$ cat src/rtl/als_sample_scheduler.sv
// Sample scheduler for the ambient-light-sensor SPI reader: requests frames
// periodically or on demand, extracts the light code, averages it and keeps a dark flag.
module als_sample_scheduler #(
  parameter int PERIOD_CYCLES  = 50000,
  parameter int AVG_LOG2       = 2,
  parameter int TIMEOUT_CYCLES = 4096,
  parameter int DARK_LO        = 20,
  parameter int DARK_HI        = 30
) (
  input  logic        clk,
  input  logic        reset,
  input  logic        enable,
  input  logic        trigger,
  input  logic        err_clr,
  input  logic        als_ready,
  input  logic [15:0] als_data,
  output logic        als_initiate,
  output logic        busy,
  output logic [7:0]  sample,
  output logic        sample_valid,
  output logic [7:0]  avg,
  output logic        avg_valid,
  output logic        dark,
  output logic        timeout_err
);

  localparam int PW = $clog2(PERIOD_CYCLES);
  localparam int TW = $clog2(TIMEOUT_CYCLES);
  localparam int AW = 8 + AVG_LOG2;
  localparam int CW = AVG_LOG2 + 1;

  localparam logic [PW-1:0] PERIOD_LAST  = PW'(PERIOD_CYCLES - 1);
  localparam logic [TW-1:0] TIMEOUT_LAST = TW'(TIMEOUT_CYCLES - 1);
  localparam logic [CW-1:0] CNT_LAST     = CW'((1 << AVG_LOG2) - 1);
  localparam logic [7:0]    DARK_LO_C    = 8'(DARK_LO);
  localparam logic [7:0]    DARK_HI_C    = 8'(DARK_HI);

  typedef enum logic [1:0] {S_IDLE, S_ARM, S_ACCEPT, S_XFER} state_t;

  state_t        r_state;
  state_t        w_state_nxt;
  logic [PW-1:0] r_period_cnt;
  logic          r_pending;
  logic [TW-1:0] r_to_cnt;
  logic [AW-1:0] r_acc;
  logic [CW-1:0] r_cnt;

  logic          w_wrap;
  logic          w_req;
  logic          w_fire;
  logic          w_capture;
  logic          w_timeout;
  logic          w_to_run;
  logic [AW-1:0] w_acc_sum;
  logic [7:0]    w_avg_nxt;
  logic          w_unused;

  assign w_wrap    = enable && (r_period_cnt == PERIOD_LAST);
  assign w_req     = trigger | w_wrap;
  assign busy      = (r_state != S_IDLE);
  assign w_acc_sum = r_acc + AW'(sample);
  assign w_avg_nxt = w_acc_sum[AVG_LOG2 +: 8];
  // Only the light-code field of the frame is meaningful.
  assign w_unused  = ^{als_data[15:13], als_data[4:0]};

  always_ff @(posedge clk or posedge reset) begin
    if (reset) r_state <= S_IDLE;
    else       r_state <= w_state_nxt;
  end

  // NOTE: every signal gets a default before the case so no path leaves one
  // unassigned, which would otherwise infer a latch.
  always_comb begin
    w_state_nxt = r_state;
    w_fire      = 1'b0;
    w_capture   = 1'b0;
    w_timeout   = 1'b0;
    w_to_run    = 1'b0;
    case (r_state)
      S_IDLE: begin
        if (r_pending) w_state_nxt = S_ARM;
      end
      S_ARM: begin
        if (als_ready) begin
          w_fire      = 1'b1;
          w_state_nxt = S_ACCEPT;
        end
      end
      S_ACCEPT: begin
        if (r_to_cnt == TIMEOUT_LAST) begin
          w_timeout   = 1'b1;
          w_state_nxt = S_IDLE;
        end else begin
          w_to_run = 1'b1;
          if (!als_ready) w_state_nxt = S_XFER;
        end
      end
      S_XFER: begin
        // A frame that completes on the last allowed cycle is still accepted.
        if (als_ready) begin
          w_capture   = 1'b1;
          w_state_nxt = S_IDLE;
        end else if (r_to_cnt == TIMEOUT_LAST) begin
          w_timeout   = 1'b1;
          w_state_nxt = S_IDLE;
        end else begin
          w_to_run = 1'b1;
        end
      end
      default: w_state_nxt = S_IDLE;
    endcase
  end

  // NOTE: state uses non-blocking assignments so every register samples the
  // pre-edge values, independent of statement order.
  always_ff @(posedge clk or posedge reset) begin
    if (reset) begin
      r_period_cnt <= '0;
      r_pending    <= 1'b0;
      r_to_cnt     <= '0;
      r_acc        <= '0;
      r_cnt        <= '0;
      als_initiate <= 1'b0;
      sample       <= '0;
      sample_valid <= 1'b0;
      avg          <= '0;
      avg_valid    <= 1'b0;
      dark         <= 1'b0;
      timeout_err  <= 1'b0;
    end else begin
      if (!enable || w_wrap) r_period_cnt <= '0;
      else                   r_period_cnt <= r_period_cnt + PW'(1);

      // A request landing on the initiate cycle survives as the next pending one.
      if (w_fire)     r_pending <= w_req;
      else if (w_req) r_pending <= 1'b1;

      als_initiate <= w_fire;

      if (w_fire)        r_to_cnt <= '0;
      else if (w_to_run) r_to_cnt <= r_to_cnt + TW'(1);

      sample_valid <= w_capture;
      if (w_capture) sample <= als_data[12:5];

      if (w_timeout)    timeout_err <= 1'b1;
      else if (err_clr) timeout_err <= 1'b0;

      avg_valid <= 1'b0;
      if (sample_valid) begin
        if (r_cnt == CNT_LAST) begin
          r_acc     <= '0;
          r_cnt     <= '0;
          avg       <= w_avg_nxt;
          avg_valid <= 1'b1;
          if (w_avg_nxt < DARK_LO_C)      dark <= 1'b1;
          else if (w_avg_nxt > DARK_HI_C) dark <= 1'b0;
        end else begin
          r_acc <= w_acc_sum;
          r_cnt <= r_cnt + CW'(1);
        end
      end
    end
  end

endmodule

$ cat config.mk
export PLATFORM = sky130hd
export DESIGN_NAME = als_sample_scheduler
export DESIGN_NICKNAME = d
export VERILOG_FILES = /design/src/rtl/als_sample_scheduler.sv
export SDC_FILE = /design/constraint.sdc
export NUM_CORES = 1
export LEC_CHECK = 0
export BUFFER_PORTS_ARGS = -buffer_cell sky130_fd_sc_hd__buf_2
export CAP_MARGIN = 20
export CORE_ASPECT_RATIO = 0.7
export CORE_UTILIZATION = 39
export DETAILED_ROUTE_END_ITERATION = 16
export GPL_TIMING_DRIVEN = 0
export PLACE_DENSITY = 0.6
export SYNTH_ARGS = -nofsm -noshare
export SYNTH_HDL_FRONTEND = slang
export SYNTH_SLANG_ARGS = --single-unit
$ cat constraint.sdc
create_clock -name clk -period 2.7 [get_ports clk]
set_clock_uncertainty 0.05 [all_clocks]
set_input_delay 0.54 -clock clk [delete_from_list [all_inputs] [get_ports clk]]
set_output_delay 0.54 -clock clk [all_outputs]
set_load 0.02 [all_outputs]
; Word level (Yosys, flattened, before mapping)
; Index checks and enable logic that the tools add are counted.
[word_totals]
output_inout_bits = 22
regBits = 65
inputBits = 22
elab_cells = 71
[classes]
mux = 29
magnitude_cmp = 2
addsub = 4
bitwise = 1
eq_ne = 10
reduce_logical = 12
[op_table]
columns = op, n
row1 = 12-bit 2-to-1 mux, 2
row2 = 16-bit by 1-bit adder with 16-bit output (second input constant), 1
row3 = 16-bit equality test (second input constant), 1
row4 = 16-bit 2-to-1 mux, 1
row5 = 1-bit 2-to-1 mux, 15
row6 = 12-bit by 1-bit adder with 12-bit output (second input constant), 1
row7 = 12-bit equality test (second input constant), 1
row8 = 2-bit 2-to-1 mux, 6
row9 = 10-bit by 8-bit adder with 10-bit output, 1
row10 = 10-bit 2-to-1 mux, 1
row11 = 2-bit nonzero test, 5
row12 = 8-bit by 5-bit > comparator with 1-bit output (second input constant), 1
row13 = 8-bit by 5-bit less-than comparator with 1-bit output (second input constant), 1
row14 = 2-bit case mux with 4 select lines, 1
row15 = 3-bit inequality test (second input constant), 2
row16 = 2-bit equality test (second input constant), 2
row17 = 2-bit inequality test (second input constant), 2
row18 = 1-bit case mux with 2 select lines, 2
row19 = 4-bit AND reduction, 1
row20 = 3-bit by 1-bit adder with 3-bit output (second input constant), 1
row21 = 3-bit by 2-bit equality test with 1-bit output (second input constant), 1
row22 = 3-bit 2-to-1 mux, 1
row23 = 3-bit AND reduction, 1
row24 = 2-bit by 1-bit equality test with 1-bit output (second input constant), 1
row25 = other kinds (6), 6

; Longest topological paths before layout
; Gate-level depths: netlist (run 1).
[logic_depth]
ltp_word = 6
mapped_depth = 9
ltp_nobuf = 9

; Least setup slack after synthesis (run 1)
; No wires, ideal clock.
[synth_path]
path_kind = flip-flop to flip-flop
startpoint = reg sample[0]
endpoint = reg dark
setup_time_ns = 0.086
path_buffers = 0
setup_slack_ns = 0.474
arrival_time_ns = 2.090
required_time_ns = 2.564
path_stages_with_launch = 10
period_less_slack_ns = 2.226
cell_sequence = dfrtp_1 > ha_1 > inv_1 > fa_1 > nand2b_1 > a21oi_1 > o22ai_1 > xor2_1 > and4b_1 > nor3_1
[synth_via]
elab_chain_cells = 4
elab_cells_between_ends = 6
cone_classes = 1 x add/sub / 2 x order compare / 1 x mux / 2 x reduce/logical
[synth_lines]
columns = element, line_no
row1 = from (decl), 19  ; output logic [7:0] sample,
row2 = from (signal assigned), 144  ; if (w_capture) sample <= als_data[12:5];
row3 = 10-bit by 8-bit adder with 10-bit output *, 61  ; assign w_acc_sum = r_acc + AW'(sample);
row4 = 8-bit by 5-bit less-than comparator with 1-bit output / 8-bit by 5-bit > comparator with 1-bit output (equally long branches), "156, 157"
row5 = 2-bit nonzero test (no line), -
row6 = 3-bit AND reduction (no line), -
row7 = to (signal assigned), 128  ; dark <= 1'b0;
row8 = to (signal assigned), 156  ; if (w_avg_nxt < DARK_LO_C) dark <= 1'b1;
row9 = to (signal assigned), 157  ; else if (w_avg_nxt > DARK_HI_C) dark <= 1'b0;
row10 = to (decl), 23  ; output logic dark,
; Mark *: on every way between the ends. The rest lies on a longest branch, timed or not.
; A chain may end at the register's enable or synchronous reset.

; Worst setup path after layout (run 1)
; Same ends and word-level chain as after synthesis.

==> impl_summary.md, run 1 <==
Outcome
The flow ran to the end, and the final reports show no timing, DRC or antenna violations.

Power
VDD sags by at most 0.0006136 V. In this run the power density over the cells is 1146 nW/µm². Cell internal power was estimated by the tool at 2.697 mW. Summed over all cells, the static leakage comes to 1.784 nW.

The sequential group share of total power is 32.8%. The share of power burned in combinational logic is 40.7%. The net switching fraction of the power is 37.62%. The reported net switching power is 1.627 mW. The portion of total power attributed to the clock network is 26.5%.

Critical path
Measured in cells, the most critical reg-to-reg path has a length of 9. At the worst endpoint, the arrival time is 2710 ps. STA classifies the critical path startpoint as a flop.

The kind of critical path is flop to flop. The worst setup path is captured at a flop. The largest fanout of any net on the critical path is 3. At the worst endpoint, the required time is 2900 ps.

Synthesis
The post-synthesis cell count is 311. Of all flip-flops after synthesis, the portion carrying an async set or reset was 100.0%. Sequential cells were found to cover 51.38% of the synthesized design area. The mean area per synthesized cell is 10.18 µm². The number of enable flip-flop cells after synthesis is 0.

The post-synthesis instance area is 3166 µm². Synthesis instantiated 44 different standard cells from the library. For this run, the leading register cell type out of synthesis is dfrtp_1.

The number of flip-flops and latches in the synthesized netlist is 65. The net count after synthesis is 345. Yosys printed 0 warnings.

Clock tree
The total clock buffers created by CTS is 9. At the later pin of the worst-skew pair, clock insertion delay measures 330 ps. After clock tree synthesis, the clock-pin slew on the worst setup and hold paths is 50 ps. No sink is reached through more buffers than the 2 on the longest clock path. In this run the clock root is driven by a clkbuf_16. The clock net sink count is 65. TritonCTS built the clock tree.

The maximum level of the CTS H-tree is 3.

GRT
Global routing consumed, over all layers together, 17.65% of the routing resources. The via count of the first global-routing pass came to 2251. The first-pass GRT wire length is 11.16 mm. The largest net degree at the start of global routing is 66. The number of antenna violations at the first check in global routing is 0.

After global routing the overflow that remains totals 0.

Route
The met2 wire length is 2.669 mm. In the routed layout, each cell is associated on average with a via count of 4.991. The routed layout has 2321 vias.

The overall routed net length is 6.517 mm. Summed over all nets, wire length on met3 after detailed routing comes to 246 µm. Once detail routing completed, the nets flagged for antenna violations numbered 0. The top layer reached by signal wires is met4. The post-detailed-route wirelength per cell is 14.02 µm. After detailed routing, the wire length on met1 is 3.501 mm.

The number of DRC markers in iteration 0 is 107. For this run, design rule violations remaining after detail routing come to 0. For this run, the detailed router's first-pass iteration total came to 4.

Floorplan
The die extent in x is 109.7 µm. During I/O placement, the number of pins put on the boundary was 44. From bottom edge to top edge, the die measures 77.38 µm.

The site row count is 27. The initial core utilization is 40.22%. The floorplan step defined a core boundary enclosing 7871 µm². The floorplan step defined a die boundary enclosing 8486 µm².

STA
The total of endpoints with negative setup slack in the final report is 0. Setup repair after global routing left no endpoint under its margin. The number of hold violations in the final report is 0. The max-slew violation total from the final report is 0.

The worst hold slack is 321.4 ps. The slew at the pin closest to its max-slew limit is 799.6 ps. Setup total negative slack on the finished layout was measured at 0 ps. For this run, the top clock speed supported by timing is 398.8 MHz. Headroom to the max-slew limit came out at 46.70%. The ratio of final minimum period to clock period is 92.87%. The worst path in the final design needs a cycle of 2508 ps, including I/O delays and setup.

Min path
The worst hold path belongs to the class primary input to async pin.

Placed design
Once detailed placement completed, the half-perimeter wirelength came to 4.547 mm. The placed instances occupy a cell area of 3470 µm². The number of buffers added on ports is 35. The congestion estimate from routability-driven global placement came to 0.8179.

Cells and area
In the layout the commonest cells are dfrtp_1 (65), nor2_1 (38), buf_2 (35). The count of antenna diodes in the layout is 0. The number of fill cells in the layout is 763. Registers take 1627 µm².

In the final design database the tool counted 393 nets. Summing all multi-input logic gate instances after layout gives 1423 µm². The relative area change from synthesis to final layout is 19.25%.

The finished cells cover 3775 µm². The fraction of layout cells with a size suffix above 1 is 20.60%. The most common library cell in the layout ignoring fill and taps is dfrtp_1.

Flow run
Across the run, the number of max-cap violations was 0.
## worst paths after layout
kind | start | slack [ps] | end
worst max-delay path | sample[0] | 190 | dark
worst max register to register | sample[0] | 190 | dark
worst min-delay path | reset | 320 | r_period_cnt[1]
min in group clk | trigger | 360 | r_pending
max in group asynchronous | reset | 1760 | sample[3]
worst min register to register | avg[4] | 420 | avg[4]
## power groups by stage
stage / clock, mW / combinational, mW / sequential (mW)
after global routing: 1.22 / 1.96 / 1.46
after CTS: 1.17 / 1.70 / 1.42
final: 1.14 / 1.76 / 1.42
after global placement: 0 / 1.64 / 1.42
after detailed placement: 0 / 1.68 / 1.43
after floorplan: 0 / 1.10 / 1.56
## synthesized netlist by cell type, types with 2 or more instances
cell type  instances  area (µm²)
o211ai_1           2       15.01
a21o_1             2       15.01
nand4_1            8       50.05
mux2_2             8       90.09
ha_1              11       137.6
inv_1             22       82.58
and3_2             2       15.01
nor2_1            38       142.6
and3_1             3       18.77
nand2b_1           3       18.77
dfrtp_1           65        1627
nor3_1             6       30.03
xnor2_1           12       105.1
clkbuf_1           6       22.52
o21ai_0           17       85.08
nand2_1           24       90.09
a21boi_0           2       15.01
xor2_1            20       175.2
o21a_1             3       22.52
a21oi_1            4       20.02
o22ai_1           10       62.56
nand3_2            2       20.02
or2_2              6       37.54
nand3_1           15       75.07
## metal layers
layer | global-route usage [%] | up-vias
li1 | - | 1160
met1 | 25.46 | 1116
met2 | 24.47 | 36
met3 | 5.546 | 9
met4 | 6.800 | 0
met5 | 0 | -
## cell type report
class / instances / share of cell area (%)
Sequential cell: 65 / 43.09
Multi-Input combinational cell: 217 / 37.69
Clock buffer: 13 / 6.629
Timing Repair Buffer: 37 / 5.038
Tap cell: 101 / 3.348
Inverter: 22 / 2.254
Clock inverter: 3 / 1.061
Buffer: 7 / 0.8949
## sequential cells by signal (all words and copies together) (netlist names), 2 cells and up
name	cells
r_period_cnt	16
r_to_cnt	12
r_acc	10
avg	8
sample	8
r_cnt	3
r_state	2
## logic make-up (layout without fill, tap and decap cells)
family                     Yosys count  after routing  synth area share [%]
xor gates and xnor gates            32             32                 8.854
adders and majority gates           12             12                 4.980
muxes                                9              9                 3.162
AOI/OAI and AO/OA                   51             51                 10.55
DFF                                 65             65                 51.38
and+or+nand+nor                    113            113                 17.39
buffers and inverters               29             82                 3.676
## per-stage QoR
step,util (%),setup WS [ps],cells,power (mW)
detailed placement,44.08,149.7,447,3.113
global route,47.96,37.43,465,4.639
CTS,47.77,132.7,463,4.293
floorplan,-,473.9,311,2.653
global placement,44.05,-400.6,447,3.066
finish,47.96,192.4,465,4.324
## critical path: stages, from the launching register on
cell,delay [ps]
dfrtp_1,380
ha_1,260
inv_1,80
fa_1,390
nand2b_1,170
a21oi_1,280
o22ai_1,160
xor2_1,250
and4b_1,240
nor3_1,170
## repair_timing
action                     in CTS  in global routing
hold endpoints to repair        0                  0
setup buffers                   0                  2
gates resized for setup         0                  0
setup endpoints to repair       0                  1
hold buffers                    0                  0
(Power assumes the default switching activity.)
==> run 2, diff against run 1 <==
--- a/config.mk
+++ b/config.mk
@@ -8,10 +8,11 @@
 export BUFFER_PORTS_ARGS = -buffer_cell sky130_fd_sc_hd__buf_2
 export CAP_MARGIN = 20
 export CORE_ASPECT_RATIO = 0.7
-export CORE_UTILIZATION = 39
+export CORE_UTILIZATION = 30
+export CTS_BUF_LIST = sky130_fd_sc_hd__clkbuf_4 sky130_fd_sc_hd__clkbuf_8
 export DETAILED_ROUTE_END_ITERATION = 16
 export GPL_TIMING_DRIVEN = 0
-export PLACE_DENSITY = 0.6
+export PLACE_DENSITY = 0.49
 export SYNTH_ARGS = -nofsm -noshare
 export SYNTH_HDL_FRONTEND = slang
 export SYNTH_SLANG_ARGS = --single-unit
==> run 2 against run 1 <==
Power is 6.9% lower. Register-to-register slack worse by 20 ps. Via count is 1.7% lower. Critical path depth stayed put. Design area is 1.4% lower. Sequential share of layout area is 0.61 points higher. Global-route usage is 4.1 points lower. Clock power is 26% lower. Utilization is 11 points lower. The run now ends with design-rule violations left. Worst hold slack worse by 17 ps. Critical path type unchanged. Non-clock buffer count stayed put. First-iteration DRC count is 9.3% higher.
==> impl_summary.md, run 2 (same netlist as run 1, synthesis figures left out) <==
Floorplan
In this run the vertical extent of the chip is 87.95 µm. The number of placed I/O pins is 44. The floorplan step defined a die boundary enclosing 10970 µm².

The die extent in x is 124.8 µm. The core region is 9985 µm². The initial core utilization is 31.70%. Row generation in the floorplan step produced 30 rows.

Cells and area
The fraction of layout cells with a size suffix above 1 is 21.70%. 0 antenna diodes ended up in the layout. r_period_cnt holds more flip-flops than any other register. In the layout the commonest cells are dfrtp_1 (65), nor2_1 (38), buf_2 (35). At the end of the flow, the number of nets in the layout was 393. The library cell used most frequently in the layout, excluding fill and tap cells, is dfrtp_1. The register with the most flip-flops in the layout has 16 of them. The area of the multi-input gates is 1426 µm².

The area growth from synthesis to layout is 17.59%. After routing the design area is 3722 µm². Counting the fill cells in the layout gives 1014. The sequential cell area is 1627 µm². In the final layout, the registers with the most flip-flops are r_period_cnt: 16 flops, r_to_cnt: 12 flops, r_acc: 10 flops.

Power
The share of power burned in combinational logic is 43.7%. The reported net switching power is 1.586 mW. The peak ir drop on the vdd network is 0.0003371 V. The total power of the final layout is 4.026 mW. The internal power of the cells totals 2.441 mW. In this run the power density over the cells is 1082 nW/µm². The portion of total power attributed to the clock network is 21.1%. Of the total power, the share spent switching nets is 39.38%. For this design the static power due to leakage is 1.748 nW.

The sequential group share of total power is 35.2%.

Clock tree
Clock-pin slew was measured on the worst setup and hold paths at 70 ps. The root buffer cell is clkbuf_8. The TritonCTS clock tree is yes.

The maximum level of the CTS H-tree is 3. The maximum number of buffers from clock root to sink is 2. Counting the buffers created by CTS gives 9. The clock net sink count is 65.

The source-to-sink clock delay at the later pin of the worst-skew pair is 350 ps.

Route
Summed over all nets, wire length on met2 after detailed routing comes to 2.509 mm. After detailed routing, the average wire length per cell comes to 13.44 µm. For this block, the routed nets add up to 6.611 mm of wire. The total vias in the final route is 2282. The final antenna-violating net count is 0. The DRC violations left is 6.

The number of DRC markers in iteration 0 is 117. Routed signal wires occupy layers up through met4. The first detailed-routing pass took 10 iterations. In the detailed route, the total length drawn on met3 is 341 µm. Using the TritonRoute via totals, the vias-per-cell ratio works out to 4.638. The routed metal-1 wirelength is 3.701 mm.

GRT
The total overflow left after global routing is 0. The first global-routing pass estimated 11.31 mm of wire. Entering global routing, the biggest net connects 66 pins. The number of antenna violations at the first check in global routing is 0.

The via count of the first global-routing pass was 2224. In the global route stage, overall resource usage came out at 13.58%.

Critical path
The kind of critical path is flop to flop. The largest fanout of any net on the critical path is 4. Traced cell by cell, the critical path runs through ha_1, inv_1, fa_1, nand2b_1, a21oi_1, xnor2_1, o41ai_1, and4b_1, nor3_1. STA classifies the critical path endpoint as a flop.

Measured in cells, the most critical reg-to-reg path has a length of 9. At the worst endpoint, the arrival time is 2720 ps. STA puts the critical path data required time at 2890 ps. The kind of launch point of the worst setup path is a flop. The cell with the largest stage delay on the worst path is fa_1. The largest stage delay on the critical path is 400 ps.

STA
Of the available clock period, the critical path in the final layout requires 93.57%. Setup violations remaining at the end of the flow were counted as 0. The max-slew violation total from the final report came to 0. The tightest hold path in the finished design has a slack of 304.7 ps.

The slew at the pin closest to its max-slew limit is 805.7 ps. The number of hold violations in the final report is 0. The final setup TNS is 0 ps.

The routed design could run at a clock period as short as 2526 ps. The worst setup margin is 173.7 ps. Headroom to the max-slew limit came out at 46.29%. The maximum frequency from static timing analysis is 395.8 MHz.

Setup repair after global routing left no endpoint under its margin.

Placed design
Summing all placed instances gives a cell area of 3503 µm². The weighted congestion at the end of routability-driven global placement is 0.7487. The number of buffers added on ports is 35. At the placement stage, the worst setup path has a slack of 185.8 ps. Once detailed placement completed, the half-perimeter wirelength came to 4.691 mm.

Min path
The worst hold path class is primary input to async pin.

Flow run
Across the run, the number of max-cap violations was 0.

Outcome
The checks that failed: design-rule violations. The flow ran to the end, but the final reports show violations.
run 2: cell types whose count changed in the layout (fill, tap and decap cells not counted):
| cell | delta |
|---|---|
| a21oi_1 | -1 |
| clkbuf_16 | -9 |
| clkbuf_1 | -3 |
| clkbuf_4 | +3 |
| clkbuf_8 | +9 |
| a21oi_2 | +1 |
run 2: routing by layer:
metal  track usage [%]  vias up
li1                  -     1161
met1             19.68     1073
met2             18.23       42
met3             4.826        6
met4             5.051        0
met5                 0        -
run 2: final cells by class:
| cell class | count | area share, % |
|---|---|---|
| flip-flops and latches | 65 | 43.70 |
| multi-input cells | 217 | 38.32 |
| repair buffers | 37 | 5.109 |
| clock buffers | 13 | 4.303 |
| well taps | 128 | 4.303 |
| inverters | 22 | 2.286 |
| clock inverters | 3 | 1.076 |
| plain buffers | 7 | 0.9076 |
run 2: worst paths after layout:
| check | from | to | slack [ps] |
|---|---|---|---|
| max | sample[0] | dark | 170 |
| min | reset | avg[3] | 300 |
| max reg2reg | sample[0] | dark | 170 |
| min reg2reg | avg[5] | avg[5] | 420 |
| max in group asynchronous | reset | r_period_cnt[2] | 1780 |
| min in group clk | trigger | r_pending | 340 |
run 2: repair_timing:
action,in CTS,in global routing
endpoints found under the setup margin,0,1
resized for setup,0,1
hold buffers,0,0
setup buffers,0,2
run 2: power groups by stage:
| stage | sequential [mW] | clock, mW | combinational [mW] |
|---|---|---|---|
| finish | 1.42 | 0.849 | 1.76 |
| global route | 1.46 | 0.932 | 1.97 |
| CTS | 1.42 | 0.882 | 1.70 |
| detailed placement | 1.43 | 0 | 1.69 |
| global placement | 1.43 | 0 | 1.68 |
| floorplan | 1.56 | 0 | 1.10 |
run 2: through the flow:
stage / instances / utilization (%)
2_1_floorplan: 311 / -
3_3_place_gp: 474 / 35.06
3_5_place_dp: 474 / 35.09
4_1_cts: 490 / 37.09
5_1_grt: 492 / 37.28
6_report: 492 / 37.28
run 2: worst max-delay path: cells and delay by family, from the launching register on:
family | cells | cell delay (ps)
buf+inv | 1 | 80
simple gates | 3 | 540
xor+xnor | 1 | 160
fa+ha+maj | 2 | 670
compound gates | 2 | 530
flops | 1 | 390
==> run 3, diff against run 2 <==
--- a/config.mk
+++ b/config.mk
@@ -11,8 +11,7 @@
 export CORE_UTILIZATION = 30
 export CTS_BUF_LIST = sky130_fd_sc_hd__clkbuf_4 sky130_fd_sc_hd__clkbuf_8
 export DETAILED_ROUTE_END_ITERATION = 16
-export GPL_TIMING_DRIVEN = 0
-export PLACE_DENSITY = 0.49
+export PLACE_DENSITY = 0.51
 export SYNTH_ARGS = -nofsm -noshare
 export SYNTH_HDL_FRONTEND = slang
 export SYNTH_SLANG_ARGS = --single-unit
==> constraint.sdc (replaced) <==
create_clock -name clk -period 2.15 [get_ports clk]
set_clock_uncertainty 0.05 [all_clocks]
set_input_delay 0.43 -clock clk [delete_from_list [all_inputs] [get_ports clk]]
set_output_delay 0.43 -clock clk [all_outputs]
set_load 0.02 [all_outputs]
==> run 3 against run 2 <==
The flow now finishes without violations. Register-to-register slack got worse by 140 ps. Clock power rose by 7.9%. Largest cell class unchanged. Largest power group unchanged. Worst hold slack got worse by 190 ps. Combinational power rose by 52%. Critical endpoint unchanged. Power rose by 34%. Critical path type unchanged. Count of clock-buffer cells in the layout fell by 1. Critical path depth did not move.
==> impl_summary.md, run 3 (same netlist as run 1, synthesis figures left out) <==
STA
The max-slew violation total from the final report is 0. Hold is met by 118.1 ps. The number of hold violations in the final report came to 0.

The total of endpoints with negative setup slack in the final report is 0. The ratio of final minimum period to clock period is 98.41%. Setup repair after global routing could not meet its margin everywhere. For the pin with the worst max-slew slack, the measured transition is 485.3 ps. Based on the critical path, the design can be clocked at up to 472.6 MHz. The worst pin sits at a relative slew slack of 67.57%. The post-layout minimum cycle time is 2116 ps.

GRT
The via count of the first global-routing pass is 2332. The total global routing track utilization is 13.36%. The number of antenna violations at the first check in global routing came to 0. The sum of overflow across all layers after global routing is 0. The first global-routing pass estimated 11.21 mm of wire.

Entering global routing, the biggest net connects 66 pins.

Outcome
The flow ran to the end, and the final reports show no timing, DRC or antenna violations.

Clock tree
The clock drives 65 sinks. TritonCTS built the clock tree. The total clock buffers created by CTS is 9. The H-tree was split into 3 levels. The source-to-sink clock delay at the later pin of the worst-skew pair is 340 ps. After clock tree synthesis, the clock-pin slew on the worst setup and hold paths is 70 ps. Counting along the longest clock path gives a buffer depth of 2. In this run the clock root is driven by a clkbuf_8.

Cells and area
In the final design database the tool counted 402 nets. The largest registers in the layout are r_period_cnt: 16 flops, r_to_cnt: 12 flops, r_acc: 10 flops. The register bank with the most flops is r_period_cnt. After routing the design area is 3876 µm².

The count of antenna diodes in the layout is 0. The fraction of layout cells with a size suffix above 1 is 28.42%. The register with the most flip-flops in the layout has 16 of them. The number of fill cells in the layout is 1000. The relative area change from synthesis to final layout is 22.45%. In the layout the commonest cells are dfrtp_1 (64), nor2_1 (38), buf_2 (35). The library cell used most frequently in the layout, excluding fill and tap cells, is dfrtp_1.

Critical path
The worst path required time is 2330 ps. The combined buffer and inverter count along the critical path is 1. The worst setup path is captured at a flop.

The largest fanout of any net on the critical path is 2. The cell family contributing the most delay on the critical path is simple AND/OR/NAND/NOR gates. Walking the worst path, the cells encountered are ha_4, inv_2, fa_2, nand2b_4, a21oi_4, xnor2_2, o41ai_2, and4b_1, nor3_1.

In this design, the stage delay of the slowest critical-path cell is 390 ps. The arrival time reported for the critical path endpoint is 2300 ps. The cell with the largest stage delay on the worst path is dfrtp_2. The kind of critical path is flop to flop. The worst setup path is launched from a flop.

Floorplan
The placeable core region is 9985 µm². The number of placed I/O pins is 44. The initial core utilization is 31.70%.

The site row count is 30. From bottom edge to top edge, the die measures 87.95 µm. The die covers 10970 µm². The die extent in x is 124.8 µm.

Route
The detailed router finished its first iteration with 134 violations. The post-detailed-route wirelength per cell is 13.22 µm. The final antenna-violating net count is 0. The final layout contains routed wiring with a total length of 6.623 mm.

The DRC violations left is 0. Detailed routing inserted a total of 2332 vias. The mean number of vias per cell is 4.655. The first-pass iteration count of the detailed router is 5.

Power
The power per unit of standard cell area is 1388 nW/µm². VDD sags by at most 0.0004484 V. The leakage power is 1.818 nW.

Placed design
The HPWL after detailed placement is 4.639 mm. The weighted congestion at the end of routability-driven global placement is 0.7952. The cell area after placement is 3597 µm².

The number of buffers added on ports is 35.

Min path
The worst hold path belongs to the class primary input to async pin.

Flow run
Max-cap violations in this run came to 0.
-- run 3: layer usage --
layer	global-route usage, %	share of wire (%)	vias up
li1	-	-	1179
met1	18.26	53	1116
met2	19.15	42	31
met3	4.948	4.1	6
met4	5.163	0.77	0
met5	0	0	-
-- run 3: stage by stage --
stage / cells / TNS (ps) / util (%) / total power [mW] / setup slack, ps
detailed placement: 482 / -181.8 / 36.03 / 4.176 / -154.4
floorplan: 311 / -17.43 / - / 3.335 / -17.43
finish: 501 / 0 / 38.82 / 5.381 / 34.09
CTS: 500 / -2.462 / 38.43 / 5.321 / -2.462
global placement: 482 / -84.80 / 36.03 / 4.138 / -72.51
global route: 501 / -67.86 / 38.82 / 5.785 / -67.86
-- run 3: what timing repair did --
| action | CTS | global route |
|---|---|---|
| gates resized for setup | 10 | 6 |
| hold buffers | 0 | 0 |
| pin swaps | 4 | 3 |
| setup endpoints to repair | 3 | 4 |
| setup buffers | 2 | 1 |
-- run 3: worst reg2reg max path, stage by stage (launching register included) --
cell and delay (ps):
dfrtp_2 390, ha_4 160, inv_2 40, fa_2 330, nand2b_4 170, a21oi_4 150
xnor2_2 100, o41ai_2 280, and4b_1 260, nor3_1 60
-- run 3: where the power goes --
part	leakage (nW)	switching, mW	internal (mW)
clock network	0.0967	0.449	0.467
registers	0.850	0.257	1.54
logic	0.871	1.44	1.23
total	1.82	2.14	3.24
-- run 3: worst paths after layout --
path | startpoint | cells after the start | slack, ps | to
setup / recovery | sample[0] | 9 | 30 | dark
hold / removal | reset | 3 | 120 | r_period_cnt[2]
setup reg to reg | sample[0] | 9 | 30 | dark
hold reg to reg | avg[2] | 2 | 430 | avg[2]
max in group asynchronous | reset | 3 | 1650 | sample[0]
min in group clk | trigger | 3 | 230 | r_pending
-- run 3: area by class of cell --
type | count | area (µm²) | share of cell area [%]
flip-flops and latches | 65 | 1628 | 41.99
multi-input cells | 217 | 1506 | 38.86
repair buffers | 53 | 322.8 | 8.328
well taps | 128 | 160.2 | 4.132
clock buffers | 12 | 152.6 | 3.938
inverters | 22 | 86.33 | 2.227
clock inverters | 4 | 20.02 | 0.5165
